`config.mk`:
```
export PLATFORM = sky130hd
export DESIGN_NAME = uart_rx
export DESIGN_NICKNAME = d
export VERILOG_FILES = /design/src/rtl/uart_pkg.sv /design/src/rtl/uart_rx_sync.sv /design/src/rtl/uart_rx.sv
export SDC_FILE = /design/constraint.sdc
export NUM_CORES = 1
export LEC_CHECK = 0
export ABC_CLOCK_PERIOD_IN_PS = 1900
export BUFFER_PORTS_ARGS = -buffer_cell sky130_fd_sc_hd__buf_2
export CORE_UTILIZATION = 50
export DETAILED_ROUTE_END_ITERATION = 8
export GPL_ROUTABILITY_DRIVEN = 0
export GPL_TIMING_DRIVEN = 0
export HOLD_SLACK_MARGIN = 0.06
export MAX_ROUTING_LAYER = met4
export PLACE_DENSITY = 0.73
export SKIP_CTS_REPAIR_TIMING = 1
export SLEW_MARGIN = 5
export SYNTH_ARGS = -nofsm -noshare
export SYNTH_HDL_FRONTEND = slang
export SYNTH_SLANG_ARGS = --single-unit
```
`constraint.sdc`:
```
create_clock -name clk -period 1.9 [get_ports clk]
set_input_delay 0 -clock clk [delete_from_list [all_inputs] [get_ports clk]]
set_output_delay 0 -clock clk [all_outputs]
set_load 0.01 [all_outputs]
```
`src/rtl/uart_pkg.sv`:
```
// UART shared definitions: frame layout and receiver FSM state codes.
// Used by both uart_rx and uart_tx.
package uart_pkg;

  localparam int   DATA_BITS  = 8;
  localparam int   FRAME_BITS = 11;
  localparam logic IDLE_LEVEL = 1'b1;

  typedef logic [2:0] uart_state_t;

  localparam uart_state_t S_IDLE   = 3'd0;
  localparam uart_state_t S_START  = 3'd1;
  localparam uart_state_t S_DATA   = 3'd2;
  localparam uart_state_t S_PARITY = 3'd3;
  localparam uart_state_t S_STOP   = 3'd4;
  localparam uart_state_t S_BREAK  = 3'd5;

endpackage

```
`src/rtl/uart_rx_sync.sv`:
```
// UART rx line synchronizer.
// Flops reset to the idle level so reset never looks like a start bit.
module uart_rx_sync #(
  parameter int SYNC_STAGES = 2
) (
  input  logic clk,
  input  logic reset,
  input  logic rx,
  output logic rx_s
);

  logic [SYNC_STAGES-1:0] ff;

  // shift the raw line through the flop chain
  always_ff @(posedge clk or negedge reset) begin
    if (!reset) ff <= '1;
    else        ff <= {ff[SYNC_STAGES-2:0], rx};
  end

  assign rx_s = ff[SYNC_STAGES-1];

endmodule

```
`src/rtl/uart_rx.sv`:
```
// UART receiver: 8 data bits, even parity, 1 stop bit.
// Midpoint sampling with a one-entry valid/ack output buffer.
module uart_rx
  import uart_pkg::*;
#(
  parameter int CLKS_PER_BIT = 16,
  parameter int SYNC_STAGES  = 2
) (
  input  logic       clk,
  input  logic       reset,
  input  logic       rx,
  input  logic       rx_ack,
  output logic [7:0] data_out,
  output logic       rx_valid,
  output logic       parity_err,
  output logic       frame_err,
  output logic       overrun,
  output logic       rx_busy
);

  localparam int MID = (CLKS_PER_BIT - 1) / 2;
  localparam int CW  =
    (CLKS_PER_BIT > 1) ? $clog2(CLKS_PER_BIT) : 1;

  localparam logic [CW-1:0] MID_C = CW'(MID);
  localparam logic [CW-1:0] END_C = CW'(CLKS_PER_BIT - 1);
  localparam logic [CW-1:0] ONE_C = CW'(1);

  uart_state_t   state;
  logic [CW-1:0] baud_cnt;
  logic [2:0]    bit_idx;
  logic [7:0]    shift;
  logic          perr;
  logic          rx_s;
  logic          mid;
  logic          bend;
  logic          done;

  uart_rx_sync #(
    .SYNC_STAGES(SYNC_STAGES)
  ) u_sync (
    .clk  (clk),
    .reset(reset),
    .rx   (rx),
    .rx_s (rx_s)
  );

  assign mid     = (baud_cnt == MID_C);
  assign bend    = (baud_cnt == END_C);
  assign done    = (state == S_STOP) && mid;
  assign rx_busy = (state != S_IDLE);

  // frame FSM; the IDLE cycle that sees the start edge is bit cycle 0
  always_ff @(posedge clk or negedge reset) begin
    if (!reset) begin
      state    <= S_IDLE;
      baud_cnt <= '0;
      bit_idx  <= '0;
      shift    <= '0;
      perr     <= 1'b0;
    end else begin
      baud_cnt <= bend ? '0 : baud_cnt + ONE_C;
      case (state)
        S_IDLE: begin
          baud_cnt <= '0;
          bit_idx  <= '0;
          if (!rx_s) begin
            if (CLKS_PER_BIT == 1) begin
              state <= S_DATA;
            end else begin
              state    <= S_START;
              baud_cnt <= ONE_C;
            end
          end
        end
        S_START: begin
          if (mid && rx_s) begin
            state    <= S_IDLE;
            baud_cnt <= '0;
          end else if (bend) begin
            state <= S_DATA;
          end
        end
        S_DATA: begin
          if (mid) shift[bit_idx] <= rx_s;
          if (bend) begin
            bit_idx <= bit_idx + 3'd1;
            if (bit_idx == 3'd7) state <= S_PARITY;
          end
        end
        S_PARITY: begin
          if (mid)  perr  <= rx_s ^ (^shift);
          if (bend) state <= S_STOP;
        end
        S_STOP: begin
          if (mid) begin
            state    <= rx_s ? S_IDLE : S_BREAK;
            baud_cnt <= '0;
          end
        end
        S_BREAK: begin
          baud_cnt <= '0;
          if (rx_s) state <= S_IDLE;
        end
        default: begin
          state    <= S_IDLE;
          baud_cnt <= '0;
        end
      endcase
    end
  end

  // one-entry output buffer; a completion with ack pending replaces it
  always_ff @(posedge clk or negedge reset) begin
    if (!reset) begin
      data_out   <= '0;
      rx_valid   <= 1'b0;
      parity_err <= 1'b0;
      frame_err  <= 1'b0;
      overrun    <= 1'b0;
    end else begin
      overrun <= 1'b0;
      if (done) begin
        if (!rx_valid || rx_ack) begin
          data_out   <= shift;
          parity_err <= perr;
          frame_err  <= ~rx_s;
          rx_valid   <= 1'b1;
        end else begin
          overrun <= 1'b1;
        end
      end else if (rx_ack) begin
        rx_valid <= 1'b0;
      end
    end
  end

endmodule

```
# [Yosys cells after proc, flatten, opt, wreduce, memory -nomap -nowiden]
# Cells that the tools add are included.
[word_totals] wordCells=75 input_bits=4 ff_bits=33 output_inout_bits=13
[classes] order_cmp=2 bitwise_logic=2 n_addsub=2 n_reduce_logical=17 eq_ne=16 mux=25
[op_table] cell="3-bit 2-to-1 mux" n=10
[op_table] cell="3-bit one-hot mux with 6 select lines" n=1
[op_table] cell="4-bit one-hot mux with 4 select lines" n=1
[op_table] cell="4-bit 2-to-1 mux" n=3
[op_table] cell="2-bit != test, second input constant" n=5
[op_table] cell="2-bit AND reduction" n=5
[op_table] cell="3-bit == test, second input constant" n=3
[op_table] cell="8-bit bitwise mux" n=1
[op_table] cell="8-bit parity" n=1
[op_table] cell="1-bit 2-to-1 mux" n=7
[op_table] cell="7-bit AND reduction" n=1
[op_table] cell="3-bit by 2-bit == test with 1-bit output, second input constant" n=2
[op_table] cell="3-bit one-hot mux with 2 select lines" n=1
[op_table] cell="4-bit by 1-bit adder with 4-bit output, second input constant" n=1
[op_table] cell="4-bit by 3-bit == test with 1-bit output, second input constant" n=1
[op_table] cell="4-bit == test, second input constant" n=1
[op_table] cell="3-bit by 4-bit less-than comparator with 1-bit output, second input constant" n=1
[op_table] cell="2-bit by 1-bit != test with 1-bit output, second input constant" n=2
[op_table] cell="2-bit nonzero test" n=2
[op_table] cell="3-bit by 1-bit adder with 3-bit output, second input constant" n=1
[op_table] cell="1-bit demux with 3-bit select" n=1
[op_table] cell="3-bit by 1-bit == test with 1-bit output, second input constant" n=1
[op_table] cell="3-bit by 1-bit greater-or-equal comparator with 1-bit output, second input constant" n=1
[op_table] cell="1-bit logical AND" n=3
[op_table] cell="other kinds (8)" n=8

# [Longest topological paths before layout]
[depth] depth_word=5 ltp_mapped=8

# [By module]
# A second synthesis with hierarchy kept.
[unflattened] cells_unflattened=138 hier_area_um2=1599.0
[by_module_without_submodules] mod="uart_rx" cells_each=136 instances=1 seq_area_each_um2=775.7 area_per_inst_um2=1546.5
[by_module_without_submodules] mod="uart_rx_sync" cells_each=2 instances=1 seq_area_each_um2=52.6 area_per_inst_um2=52.6

# [Least setup slack after synthesis]
# No wires, ideal clock.
[synth_path] path_type="reg-to-reg" from="reg baud_cnt[0]" to="reg data_out[0]" arrival_time_ps=1585 setup_ps=125 period_less_slack_ps=1710 path_stages_with_launch=8 path_buffers=3 slack_ps=190 cell_sequence="dfrtp_1 > ha_1 > buf_4 > and3b_1 > buf_6 > nand4_4 > buf_6 > mux2_4"
[synth_between] elab_chain_cells=3
[synth_lines] element="start, declared" line_no="uart_rx.sv:30" text="logic [CW-1:0] baud_cnt;"
[synth_lines] element="start signal, assigned" line_no="uart_rx.sv:62" text="baud_cnt <= bend ? '0 : baud_cnt + ONE_C;"
[synth_lines] element="4-bit by 3-bit == test with 1-bit output" line_no="uart_rx.sv:48" text="assign mid = (baud_cnt == MID_C);"
[synth_lines] element="1-bit logical AND" line_no="uart_rx.sv:50" text="assign done = (state == S_STOP) && mid;"
[synth_lines] element="2-bit AND reduction (no line)"
[synth_lines] element="end signal, assigned" line_no="uart_rx.sv:125" text="data_out <= shift;"
[synth_lines] element="end, declared" line_no="uart_rx.sv:13" text="output logic [7:0] data_out,"
# No other way between the ends.
# A chain may end at the register's enable or synchronous reset.

# [Worst setup path in the final report]
[layout_path] from="reg baud_cnt[0]" to="reg data_out[1]"
# The elaborated chain is that of the path after synthesis.

==> summary.txt <==
==================================================================================
Status                                                                finished, final reports clean
Total grt overflow                                                               0
Crit start category                                                       register
Number of cells on the worst reg-to-reg path                                     7
Standard cell core area                                                   3130 um2
Most common cell in the netlist                                       sky130_fd_sc_hd__dfrtp_1
Number of buffers added by the clock tree synthesis step                         5
Number of buffers between clock root and the deepest sink                        2
Max Transition Viols Final                                                       0
Top cell type's share of synthesized area                                    0.456
Wire length per cell                                                       14.5 um
H-Tree Level Count                                                               2
Setup crit end kind                                                       register
Worst-case register-to-register setup slack                                0.07 ns
Kind of path behind the tightest hold check                            in -> async
Top post-synthesis cells by area                                      sky130_fd_sc_hd__dfrtp_1 (46%), sky130_fd_sc_hd__mux2_2 (7.3%), sky130_fd_sc_hd__mux2_4 (7.1%)
Floorplan die area                                                        3640 um2
DIE HEIGHT                                                                 60.3 um
Cell taking the most area after synthesis                             sky130_fd_sc_hd__dfrtp_1
Post-layout net count                                                          177
First-pass GRT wire length                                                 4.98 mm
Sequential-to-total area share from yosys stat                               0.487
# diodes                                                                         0
Worst EP arrival                                                           2.06 ns
Power density over the cells                                            781 nW/um2
Clock tree skew after final layout                                      0.00886 ns
Worst setup slack after layout                                           0.0653 ns
Final cell area excluding filler cells                                    1930 um2
Sinks on the clock net                                                          33
Tightest slew margin relative to the limit                                   0.515
Max Fanout on Critical Path                                                     10
Antenna Violating Nets Remaining                                                 0
Adder and majority gate portion of the synthesized area                     0.0221
Vias per Instance                                                             5.48
Setup_tns                                                                     0 ns
Starting density of the core                                                 0.544
Clk root buf                                                          sky130_fd_sc_hd__clkbuf_4
Area of the mapped netlist                                                1700 um2
# port buffers                                                                  16
Reg-to-reg endpoint                                                    data_out[1]
Max-capacitance violation count                                                  0
Synth cell count leaders                                              sky130_fd_sc_hd__dfrtp_1 (31), sky130_fd_sc_hd__mux2_2 (11), sky130_fd_sc_hd__mux2_4 (8), sky130_fd_sc_hd__nand3_1 (8)
Launching instance or port of the critical path                        baud_cnt[0]
Required time at the endpoint of the critical path                         2.13 ns
Number of global-route vias before repair                                    1,123
Maximum frequency from static timing analysis                              545 MHz
Leakage power total                                                        1.00 nW
Final period utilization                                                     0.966
Top-level I/O count                                                             17
Syn Nets                                                                       151
Compound-cell area share of the yosys netlist                               0.0860
Count of state elements after synthesis                                         33
Post-synthesis area per instance                                          11.8 um2
Die width                                                                  60.3 um
Slew at the pin with the worst max-slew slack                             0.728 ns
Setup repair after global routing missed its margin                          false
Post-synthesis mux area share                                                0.143
Post-layout utilization of the core                                          0.616
VDD IR max                                                              0.000511 V
Worst Hold Slack                                                          0.265 ns
R2R Path Start                                                         baud_cnt[0]
Count of warnings emitted by yosys                                               0
CTS tree                                                                       yes
Initial detailed-routing violation count                                        44
Critical path type                                                      reg -> reg
Instance count of the mapped netlist                                           144
Proportion of layout cells with a drive suffix above 1                       0.339
Floorplan row count                                                             20
Later-pin clock latency in the skew report                                 0.34 ns
Async S/R FF share, synth                                                     1.00
Xor/xnor cell area share of the yosys netlist                               0.0544
Distinct cell type count of the synthesized netlist                             38
Dpl ws                                                                   0.0512 ns
Signed area change from the synthesized netlist to the final layout          13.3%
Largest family of logic cells by synthesized area                     simple AND/OR/NAND/NOR gates
DRC violations left                                                              0
Simple-gate share of the synthesized area                                    0.166
Vias post-DR                                                                 1,179
Ys flop type                                                          sky130_fd_sc_hd__dfrtp_1
First-pass DRT Iterations                                                        4
Setup violation total in the final timing report                                 0
Antenna violations before repair                                                 0
Total wirelength of the detailed-routed design                             3.12 mm
Number of synthesized flops with an enable pin                                   0
Cell area after placement                                                 1840 um2
Post-detail-place hpwl                                                     2.23 mm
Tot GR Track Use                                                             0.200
Largest net degree at the start of global routing                               34
Clock Pin Slew Worst Setup and Hold Paths                                  0.10 ns
Hold Violations, Final                                                           0
Time the worst path needs with I/O delays and setup                        1.83 ns
==================================================================================
stage by stage:
step	instances	total power, mW
floorplan	144	1.05
global placement	204	1.12
detailed placement	204	1.14
CTS	212	1.52
global route	215	1.60
finish	215	1.51
power breakdown:
part,switching [mW],total (mW),leakage (nW),internal [mW]
clock,0.231,0.371,0.0320,0.141
combinational,0.204,0.353,0.523,0.149
sequential,0.0379,0.782,0.449,0.744
total,0.473,1.51,1.00,1.03
area by class of cell:
| class | count | area, um2 |
|---|---|---|
| buffer | 11 | 70.1 |
| clock buffer | 6 | 41.3 |
| clock inverter | 2 | 10.0 |
| fill | 259 | 1200 |
| multi-input combinational | 100 | 813 |
| sequential | 33 | 828 |
| tap | 44 | 55.1 |
| timing repair buffer | 19 | 110 |
worst max path at each step:
stage	slack (ns)	depth (start not counted)	to
floorplan	0.19	7	data_out[0]
global placement	0.12	7	parity_err
detailed placement	0.05	7	shift[6]
CTS	0.05	7	shift[6]
global route	0.01	7	data_out[1]
finish	0.07	7	data_out[1]
per-layer routing:
layer,GRT usage,share of wire,up-vias
met5,-,0,-
met4,0.110,0.024,0
met3,0.0597,0.035,8
met2,0.317,0.51,25
met1,0.225,0.43,578
li1,-,-,568
logic make-up after synthesis:
| group | after synthesis |
|---|---|
| fa+ha+maj | 3 |
| compound gates | 21 |
| buf+inv | 11 |
| xor+xnor | 9 |
| simple gates | 48 |
| mux | 19 |
| flops | 33 |
cells in the final DEF (no fill, tap or decap), types with 2 or more instances in the layout:
cell,instances
sky130_fd_sc_hd__dfstp_2,2
sky130_fd_sc_hd__nor4_1,3
sky130_fd_sc_hd__dlygate4sd3_1,3
sky130_fd_sc_hd__and3_1,4
sky130_fd_sc_hd__mux2_2,11
sky130_fd_sc_hd__clkbuf_1,3
sky130_fd_sc_hd__nand4_1,2
sky130_fd_sc_hd__nand2b_1,2
sky130_fd_sc_hd__nand2_1,7
sky130_fd_sc_hd__buf_6,2
sky130_fd_sc_hd__a21o_1,2
sky130_fd_sc_hd__a22o_1,5
sky130_fd_sc_hd__o21ai_0,4
sky130_fd_sc_hd__buf_2,21
sky130_fd_sc_hd__nor2b_1,3
sky130_fd_sc_hd__nand3_1,8
sky130_fd_sc_hd__nand3b_1,3
sky130_fd_sc_hd__clkbuf_4,5
sky130_fd_sc_hd__a21oi_1,4
sky130_fd_sc_hd__clkinv_2,2
sky130_fd_sc_hd__buf_4,2
sky130_fd_sc_hd__nor3_2,2
sky130_fd_sc_hd__ha_1,3
sky130_fd_sc_hd__xnor2_1,5
sky130_fd_sc_hd__mux2_4,8
sky130_fd_sc_hd__dfrtp_1,31
sky130_fd_sc_hd__xor2_1,3
sky130_fd_sc_hd__nor2_1,7
worst max-delay path, stage by stage, from the launching register on:
cell	delay (ns)
sky130_fd_sc_hd__dfrtp_1	0.44
sky130_fd_sc_hd__ha_1	0.22
sky130_fd_sc_hd__buf_4	0.16
sky130_fd_sc_hd__and3b_1	0.19
sky130_fd_sc_hd__buf_6	0.14
sky130_fd_sc_hd__nand4_4	0.10
sky130_fd_sc_hd__buf_6	0.17
sky130_fd_sc_hd__mux2_4	0.31
registers in the layout, summed over array words and instances (netlist names):
register / flops
bit_idx: 3
parity_err: 1
rx_valid: 1
overrun: 1
perr: 1
baud_cnt: 4
frame_err: 1
state: 3
u_sync.ff: 2
data_out: 8
shift: 8
No activity file was read; power rests on OpenSTA's default activity.
